--- config.mk ---
export PLATFORM = sky130hd
export DESIGN_NAME = reg_writeback_flat
export DESIGN_NICKNAME = d
export VERILOG_FILES = /design/src/rtl/reg_writeback_if.sv /design/src/rtl/reg_writeback.sv /design/src/flat_wrapper.sv
export SDC_FILE = /design/constraint.sdc
export NUM_CORES = 1
export LEC_CHECK = 0
export CORE_MARGIN = 8
export CORE_UTILIZATION = 45
export CTS_CLUSTER_DIAMETER = 120
export DETAILED_ROUTE_END_ITERATION = 16
export PLACE_DENSITY = 0.62
export SYNTH_ARGS = -nofsm -noshare
export SYNTH_HDL_FRONTEND = slang
export SYNTH_SLANG_ARGS = --single-unit
--- constraint.sdc ---
create_clock -name clock -period 7.3 [get_ports clock]
set_input_delay 0.73 -clock clock [delete_from_list [all_inputs] [get_ports clock]]
set_output_delay 0.73 -clock clock [all_outputs]
set_load 0.03 [all_outputs]
--- src/rtl/reg_writeback_if.sv ---
// Writeback request channel from the execute/memory stages into the register-file write sequencer.
interface reg_writeback_if;
    logic        valid;
    logic        ready;
    logic [2:0]  dr;
    logic [15:0] data;
    logic        setcc;

    modport master (output valid, output dr, output data, output setcc, input ready);
    modport slave  (input valid, input dr, input data, input setcc, output ready);
endinterface

--- src/rtl/reg_writeback.sv ---
// LC-3 register-file write sequencer: buffers writeback requests and replays each as a
// setup/strobe/hold sequence on DR/data/ld_reg, tracking NZP and per-register pending writes.
module reg_writeback #(
    parameter int unsigned DEPTH = 4
) (
    input  logic            clock,
    input  logic            reset_n,
    reg_writeback_if.slave  wb,
    output logic [2:0]      DR,
    output logic [15:0]     data,
    output logic            ld_reg,
    output logic            N,
    output logic            Z,
    output logic            P,
    output logic [7:0]      busy_mask,
    output logic            idle
);

    localparam int unsigned PtrW = (DEPTH > 1) ? $clog2(DEPTH) : 1;
    localparam logic [PtrW:0] FullCount = (PtrW + 1)'(DEPTH);

    typedef enum logic [1:0] {StIdle, StSetup, StStrobe, StHold} state_e;

    state_e          state_q;
    logic [PtrW-1:0] rd_ptr_q, wr_ptr_q;
    logic [PtrW:0]   count_q;
    logic [2:0]      fifo_dr_q    [DEPTH];
    logic [15:0]     fifo_data_q  [DEPTH];
    logic            fifo_setcc_q [DEPTH];
    logic [2:0]      dr_q;
    logic [15:0]     data_q;
    logic            setcc_q;
    logic            ld_reg_q;
    logic            n_q, z_q, p_q;

    logic push, pop, bypass, enq;

    assign wb.ready = (count_q != FullCount);
    assign push     = wb.valid && wb.ready;
    assign pop      = ((state_q == StIdle) || (state_q == StHold)) && (count_q != '0);
    // An idle sequencer with nothing queued starts the incoming request directly.
    assign bypass   = (state_q == StIdle) && (count_q == '0) && push;
    assign enq      = push && !bypass;

    always_ff @(posedge clock) begin
        if (enq) begin
            fifo_dr_q[wr_ptr_q]    <= wb.dr;
            fifo_data_q[wr_ptr_q]  <= wb.data;
            fifo_setcc_q[wr_ptr_q] <= wb.setcc;
        end
    end

    always_ff @(posedge clock or negedge reset_n) begin
        if (!reset_n) begin
            state_q  <= StIdle;
            rd_ptr_q <= '0;
            wr_ptr_q <= '0;
            count_q  <= '0;
            dr_q     <= '0;
            data_q   <= '0;
            setcc_q  <= 1'b0;
            ld_reg_q <= 1'b0;
            n_q      <= 1'b0;
            z_q      <= 1'b1;
            p_q      <= 1'b0;
        end else begin
            if (enq) wr_ptr_q <= wr_ptr_q + 1'b1;
            if (pop) rd_ptr_q <= rd_ptr_q + 1'b1;
            count_q <= count_q + (PtrW + 1)'(enq) - (PtrW + 1)'(pop);

            unique case (state_q)
                StIdle, StHold: begin
                    if (pop) begin
                        dr_q    <= fifo_dr_q[rd_ptr_q];
                        data_q  <= fifo_data_q[rd_ptr_q];
                        setcc_q <= fifo_setcc_q[rd_ptr_q];
                        state_q <= StSetup;
                    end else if (bypass) begin
                        dr_q    <= wb.dr;
                        data_q  <= wb.data;
                        setcc_q <= wb.setcc;
                        state_q <= StSetup;
                    end else begin
                        state_q <= StIdle;
                    end
                end
                StSetup: begin
                    ld_reg_q <= 1'b1;
                    state_q  <= StStrobe;
                end
                StStrobe: begin
                    ld_reg_q <= 1'b0;
                    state_q  <= StHold;
                    if (setcc_q) begin
                        n_q <= data_q[15];
                        z_q <= (data_q == 16'h0000);
                        p_q <= !data_q[15] && (data_q != 16'h0000);
                    end
                end
                default: state_q <= StIdle;
            endcase
        end
    end

    always_comb begin
        busy_mask = 8'h00;
        for (int unsigned i = 0; i < DEPTH; i++) begin
            if ((PtrW + 1)'(i) < count_q) begin
                busy_mask[fifo_dr_q[rd_ptr_q + PtrW'(i)]] = 1'b1;
            end
        end
        if (state_q != StIdle) busy_mask[dr_q] = 1'b1;
    end

    assign DR     = dr_q;
    assign data   = data_q;
    assign ld_reg = ld_reg_q;
    assign N      = n_q;
    assign Z      = z_q;
    assign P      = p_q;
    assign idle   = (count_q == '0) && (state_q == StIdle);

endmodule
--- src/flat_wrapper.sv ---
// flat-port wrapper written by rule: the top's interface ports become plain ports
module reg_writeback_flat 
#(
    parameter int unsigned DEPTH = 4
)
  (clock, reset_n, DR, data, ld_reg, N, Z, P, busy_mask, idle, wb_valid, wb_dr, wb_data, wb_setcc, wb_ready);
  reg_writeback_if wb_i ();
  input  logic clock;
  input  logic reset_n;
  output logic [2:0] DR;
  output logic [15:0] data;
  output logic ld_reg;
  output logic N;
  output logic Z;
  output logic P;
  output logic [7:0] busy_mask;
  output logic idle;
  input wire logic [$bits(wb_i.valid)-1:0] wb_valid;
  input wire logic [$bits(wb_i.dr)-1:0] wb_dr;
  input wire logic [$bits(wb_i.data)-1:0] wb_data;
  input wire logic [$bits(wb_i.setcc)-1:0] wb_setcc;
  output wire logic [$bits(wb_i.ready)-1:0] wb_ready;
  assign wb_i.valid = wb_valid;
  assign wb_i.dr = wb_dr;
  assign wb_i.data = wb_data;
  assign wb_i.setcc = wb_setcc;
  assign wb_ready = wb_i.ready;
  reg_writeback #(.DEPTH(DEPTH)) u_core (.clock(clock), .reset_n(reset_n), .wb(wb_i), .DR(DR), .data(data), .ld_reg(ld_reg), .N(N), .Z(Z), .P(P), .busy_mask(busy_mask), .idle(idle));
endmodule
==> results.py, run 1 <==
metrics = {
    "sta": {
        "finalCriticalPeriod_ns": 4.035,
        "tns_ns": 0,
        "rsz0062_at_grt": "false",
        "setup_viol": 0,
        "maxSlewViolCount": 0,
        "timing.final.crit_share": 0.5527,
        "slew_headroom": 0.2517,
        "clock.fmax_mhz": 247.9,
        "tightest_slew_ns": 1.123,
        "hold_viol": 0,
        "setup_slack_ns": 3.265,
        "finClkSkew_ns": 0.008003,
    },
    "final_layout": {
        "final_nets": 432,
        "multi_input_area_um2": 1769,
        "fillers": 892,
        "drive_gt1_frac": 0.1679,
        "syn2layout_area_growth_pct": 25.08,
        "seqCellArea_um2": 3231,
        "largest_register": "u_core.fifo_data_q",
        "antenna_cells": 0,
        "largest_reg_flops": 64,
    },
    "global_routing": {
        "grt_usage": 0.1661,
        "use_met1": 0.2067,
        "grt_overflow": 0,
        "grt_max_degree": 43,
        "grt_use_met3": 0.04692,
        "met2_usage": 0.2637,
        "first_global_vias": 3322,
        "grt_pass1_wl_um": 18600,
        "grt-busiest-layer": "met2",
        "antenna_found_initial": 0,
    },
    "power": {
        "switchingPower_w": 0.001319,
        "p_leak_nw": 2.469,
        "ir_drop_v": 0.0003320,
        "swShare": 0.3835,
        "comb_power_share": 0.447,
        "seqPwrFrac": 0.310,
        "powerDensity_nw_per_um2": 536.7,
        "power_frac_clock": 0.243,
        "power.internal_w": 0.002121,
    },
    "clock_tree": {
        "postCtsHoldBufs": 0,
        "cts_tree": "yes",
        "clkTransAtPathRegs_ns": 0.05,
        "cts.repair.resized": 0,
        "post_cts_buffers": 0,
        "cts_max_level": 4,
        "clkSinkCount": 113,
        "clk-insertion-delay-late_ns": 0.40,
        "clk_path_buf_depth": 2,
        "numCtsBuffers": 17,
        "cts_root_buf": "clkbuf_16",
    },
    "drt": {
        "wl_per_cell_um": 20.76,
        "avgViaCountPerCell": 5.558,
        "drt_iter0_drc": 176,
        "route.detailed.drc": 0,
        "via_count": 3079,
        "dr.pass1.iters": 4,
        "antenna_left": 0,
        "wl_um": 11500,
    },
    "floorplan": {
        "design.core.area_um2": 11270,
        "rows": 39,
        "die_y_um": 122.7,
        "die-area_um2": 15060,
        "io_pins": 56,
        "start_util": 0.4545,
        "die_w_um": 122.7,
    },
    "run": {
        "cap_violations": 0,
    },
    "placed_design": {
        "portBuffers": 55,
        "place_hpwl_um": 7477,
        "routabilityCongestion": 0.8801,
        "place_ws_ns": 3.640,
    },
    "synthesis": {
        "synthDistinctLibCells": 38,
        "synth_edf_count": 80,
        "synth.cell_area_um2": 5124,
        "synthCells": 332,
        "async_reset_ff_frac": 0.2920,
        "syn_avg_cell_area_um2": 15.43,
        "ys_ff_latch": 113,
        "ys.flop_type": "edfxtp_1",
        "seq_area_frac_synth": 0.6303,
        "yosys_warnings": 0,
        "syn_nets": 366,
    },
    "worst_setup_path": {
        "cp_data_required_time_ns": 6.57,
        "path_max_fanout": 31,
        "cp-end-kind": "output pin",
        "setup.worst_path.start_class": "register",
        "arrival_ns": 3.30,
        "critPathKind": "register to output pin",
    },
    "worst_hold_path": {
        "hold_path.class": "input pin to asynchronous set/reset pin",
    },
    "outcome": {
        "status": "complete, no violations",
    },
}
[cell type report]
cell class,count,area share
Sequential cell,113,0.5041
Clock inverter,12,0.02577
Tap cell,143,0.02792
Multi-Input combinational cell,193,0.2761
Inverter,14,0.008200
Clock buffer,20,0.06814
Timing Repair Buffer,59,0.08981
[final timing paths]
| kind | from | end | slack (ns) | cells past startpoint |
|---|---|---|---|---|
| max | u_core.rd_ptr_q[0] | busy_mask[4] | 3.27 | 5 |
| min in group clock | u_core.Z | u_core.Z | 0.48 | 2 |
| min | reset_n | u_core.count_q[1] | 0.45 | 1 |
| max reg2reg | u_core.state_q[0] | u_core.fifo_data_q[1][7] | 4.77 | 5 |
| max in group asynchronous | reset_n | u_core.rd_ptr_q[0] | 6.25 | 1 |
| min reg2reg | u_core.Z | u_core.Z | 0.48 | 2 |
[cell families after synthesis]
family / synth area share
AOI/OAI and AO/OA: 0.04567
xor gates and xnor gates: 0.006839
adders and majority gates: 0.02833
buffers and inverters: 0.02491
DFF: 0.6303
muxes: 0.1751
and+or+nand+nor: 0.08889
[cells in the mapped netlist (4+ instances only)]
cell / instances / area [µm²]
inv_1: 14 / 52.55
nor3_1: 5 / 25.02
dfrtp_1: 32 / 800.8
o21ai_0: 21 / 105.1
nor2_1: 11 / 41.29
ha_1: 10 / 125.1
mux4_2: 26 / 585.6
clkbuf_1: 4 / 15.01
nand2_1: 33 / 123.9
a32oi_1: 7 / 61.31
nor4_1: 4 / 25.02
a22oi_1: 4 / 30.03
edfxtp_1: 80 / 2402
nor2b_1: 7 / 43.79
mux2i_1: 21 / 210.2
and2_1: 8 / 50.05
nand3_1: 9 / 45.04
[critical path, cell delays in order (launching register included)]
cell             delay (ns)
dfrtp_2                0.99
mux4_1                 0.69
nor3_2                 0.29
a22oi_1                0.14
nand3_1                0.11
clkdlybuf4s50_1        0.68
[cell usage in the layout, fill, tap and decap left out, types with 7 or more instances in the layout]
cell type	netlist	final
a32oi_1	7	7
and2_1	8	8
clkbuf_16	0	17
clkdlybuf4s50_1	0	54
dfrtp_1	32	31
edfxtp_1	80	80
ha_1	10	10
inv_1	14	14
mux2i_1	21	21
mux4_2	26	26
nand2_1	33	33
nand3_1	9	9
nor2_1	11	10
nor2b_1	7	7
o21ai_0	21	21
[layer usage]
metal  part of all wire  vias up
met2               0.49       92
met1               0.44     1550
li1                   -     1417
met4              0.023        0
met3              0.055       20
met5                  0        -
[power by group through the flow]
stage          sequential, W  combinational, W  clock (W)
6_report             0.00107           0.00154   0.000835
3_5_place_dp         0.00108           0.00154          0
4_1_cts              0.00107           0.00156   0.000848
3_3_place_gp         0.00107           0.00154          0
5_1_grt              0.00109           0.00168   0.000876
2_1_floorplan        0.00111          0.000981          0
[through the flow]
step,total power (W),util,std cells,area (µm²),hold WS (ns)
2_1_floorplan,0.002088,-,332,5124,0.4344
6_report,0.003440,0.5685,554,6409,0.4550
3_5_place_dp,0.002624,0.5152,522,5807,0.4732
3_3_place_gp,0.002610,0.5152,522,5807,0.4688
5_1_grt,0.003650,0.5685,554,6409,0.5072
4_1_cts,0.003475,0.5685,554,6409,0.4633
Power figures use the tool's default switching activity.
==> run 2: changes to the inputs <==
--- a/config.mk
+++ b/config.mk
@@ -9,7 +9,7 @@
 export CORE_UTILIZATION = 45
 export CTS_CLUSTER_DIAMETER = 120
 export DETAILED_ROUTE_END_ITERATION = 16
-export PLACE_DENSITY = 0.62
+export PLACE_DENSITY = 0.65
 export SYNTH_ARGS = -nofsm -noshare
 export SYNTH_HDL_FRONTEND = slang
 export SYNTH_SLANG_ARGS = --single-unit
==> constraint.sdc (replaced) <==
create_clock -name clock -period 3.6 [get_ports clock]
set_input_delay 0.36 -clock clock [delete_from_list [all_inputs] [get_ports clock]]
set_output_delay 0.36 -clock clock [all_outputs]
set_load 0.03 [all_outputs]
==> run 2 against run 1 <==
Worst setup slack lost 2.9 ns. First-iteration DRC count rose by 11%. Non-clock buffer count up 4. Global-route usage shrank 0.40 points. Via count up 3.8%. Cell area is 0.21% higher. Cell count increased by 0.72%. Total power increased by 100%. Clock-buffer cell count increased by 5. Sequential share of layout area shrank 0.11 points. Clock power up 98%. Critical endpoint is now busy_mask[5].
==> results.py, run 2 (synthesized netlist as in run 1, its figures left out) <==
metrics = {
    "sta": {
        "finClkSkew_ns": 0.007551,
        "tightest_slew_ns": 0.8677,
        "maxSlewViolCount": 0,
        "hold_viol": 0,
        "finalCriticalPeriod_ns": 3.222,
        "tns_ns": 0,
        "timing.final.crit_share": 0.8951,
        "rsz0062_at_grt": "false",
        "setup_slack_ns": 0.3778,
        "slew_headroom": 0.4215,
        "clock.fmax_mhz": 310.3,
        "setup_viol": 0,
    },
    "global_routing": {
        "first_global_vias": 3419,
        "grt_pass1_wl_um": 18460,
        "grt_overflow": 0,
        "grt_max_degree": 43,
        "grt_usage": 0.1621,
        "antenna_found_initial": 0,
    },
    "run": {
        "cap_violations": 0,
    },
    "floorplan": {
        "rows": 39,
        "design.core.area_um2": 11270,
        "die-area_um2": 15060,
        "die_w_um": 122.7,
        "io_pins": 56,
        "start_util": 0.4545,
        "die_y_um": 122.7,
    },
    "drt": {
        "drt_iter0_drc": 195,
        "antenna_left": 0,
        "wl_per_cell_um": 20.12,
        "route.detailed.drc": 0,
        "dr.pass1.iters": 5,
        "via_count": 3196,
        "wl_um": 11230,
        "avgViaCountPerCell": 5.728,
    },
    "clock_tree": {
        "cts_tree": "yes",
        "cts_root_buf": "clkbuf_16",
        "clkSinkCount": 113,
        "clkTransAtPathRegs_ns": 0.05,
        "postCtsHoldBufs": 0,
        "cts.repair.resized": 0,
        "clk_path_buf_depth": 2,
        "post_cts_buffers": 0,
        "cts_max_level": 4,
        "clk-insertion-delay-late_ns": 0.40,
        "numCtsBuffers": 17,
    },
    "power": {
        "p_leak_nw": 2.484,
        "powerDensity_nw_per_um2": 1080,
        "ir_drop_v": 0.0009423,
    },
    "placed_design": {
        "portBuffers": 55,
        "place_hpwl_um": 7123,
        "dp_cells": 526,
        "routabilityCongestion": 0.9829,
        "place_ws_ns": 0.8306,
    },
    "final_layout": {
        "seqCellArea_um2": 3231,
        "antenna_cells": 0,
        "fillers": 910,
        "final_nets": 436,
        "largest_reg_flops": 64,
        "stdcell_count": 558,
        "syn2layout_area_growth_pct": 25.35,
        "final_cell_mix": "edfxtp_1, clkdlybuf4s50_1, nand2_1, dfrtp_1, mux4_2",
        "final_common_cell": "edfxtp_1",
        "largest_register": "u_core.fifo_data_q",
        "drive_gt1_frac": 0.1711,
        "multi_input_area_um2": 1769,
    },
    "worst_setup_path": {
        "path_max_fanout": 13,
        "cp-end-kind": "output pin",
        "arrival_ns": 2.86,
        "cp_data_required_time_ns": 3.24,
        "critPathKind": "register to output pin",
        "setup.worst_path.start": "u_core.rd_ptr_q[0]",
        "setup.worst_path.start_class": "register",
        "reg2reg_from": "u_core.state_q[1]",
    },
    "outcome": {
        "status": "complete, no violations",
    },
    "worst_hold_path": {
        "hold_path.class": "input pin to asynchronous set/reset pin",
    },
}
-- run 2: cell types whose count changed in the layout (fill, tap and decap cells not counted), sizes merged --
cell      previous run  this run
buf                  5         9
bufinv               4         3
clkbuf              20        25
clkinv               7         4
clkinvlp             1         0
-- run 2: where the power goes --
part           switching [W]  total, W  internal (W)
Sequential          0.000278   0.00210       0.00182
Clock               0.000529   0.00165       0.00112
Combinational        0.00184   0.00319       0.00135
-- run 2: cell type report --
| class | instances | share of cell area |
|---|---|---|
| sequential | 113 | 0.5030 |
| multi-input combinational | 193 | 0.2755 |
| timing repair buffer | 63 | 0.09429 |
| clock buffer | 25 | 0.07403 |
| tap | 143 | 0.02786 |
| clock inverter | 7 | 0.01714 |
| inverter | 14 | 0.008182 |
-- run 2: final timing paths --
kind,cells past startpoint,slack (ns),endpoint
setup / recovery,5,0.38,busy_mask[5]
hold / removal,1,0.06,u_core.DR[1]
setup reg to reg,6,1.37,u_core.data[6]
hold reg to reg,2,0.49,u_core.Z
max in group asynchronous,1,2.92,u_core.rd_ptr_q[0]
min in group clock,2,0.49,u_core.Z
-- run 2: worst max-delay path, stage by stage (launching register included) --
cell	delay [ns]
dfrtp_2	0.52
mux4_1	0.41
nor3b_1	0.54
a22oi_1	0.19
nand3_1	0.13
clkdlybuf4s50_1	0.68
-- run 2: stage by stage --
stage	hold WS, ns	area, µm²	power [W]	util
3_3_place_gp	0.4837	5837	0.005244	0.5178
5_1_grt	0.1194	6422	0.007347	0.5698
3_5_place_dp	0.4834	5837	0.005318	0.5178
4_1_cts	0.09512	6422	0.006988	0.5698
2_1_floorplan	0.06441	5124	0.004234	-
6_report	0.06266	6422	0.006935	0.5698
-- run 2: layer usage --
layer | global-route usage | part of all wire | up-vias
met5 | 0 | 0 | -
met4 | 0.06474 | 0.022 | 0
met3 | 0.04462 | 0.063 | 33
met2 | 0.2610 | 0.47 | 133
met1 | 0.2040 | 0.44 | 1617
li1 | - | - | 1413
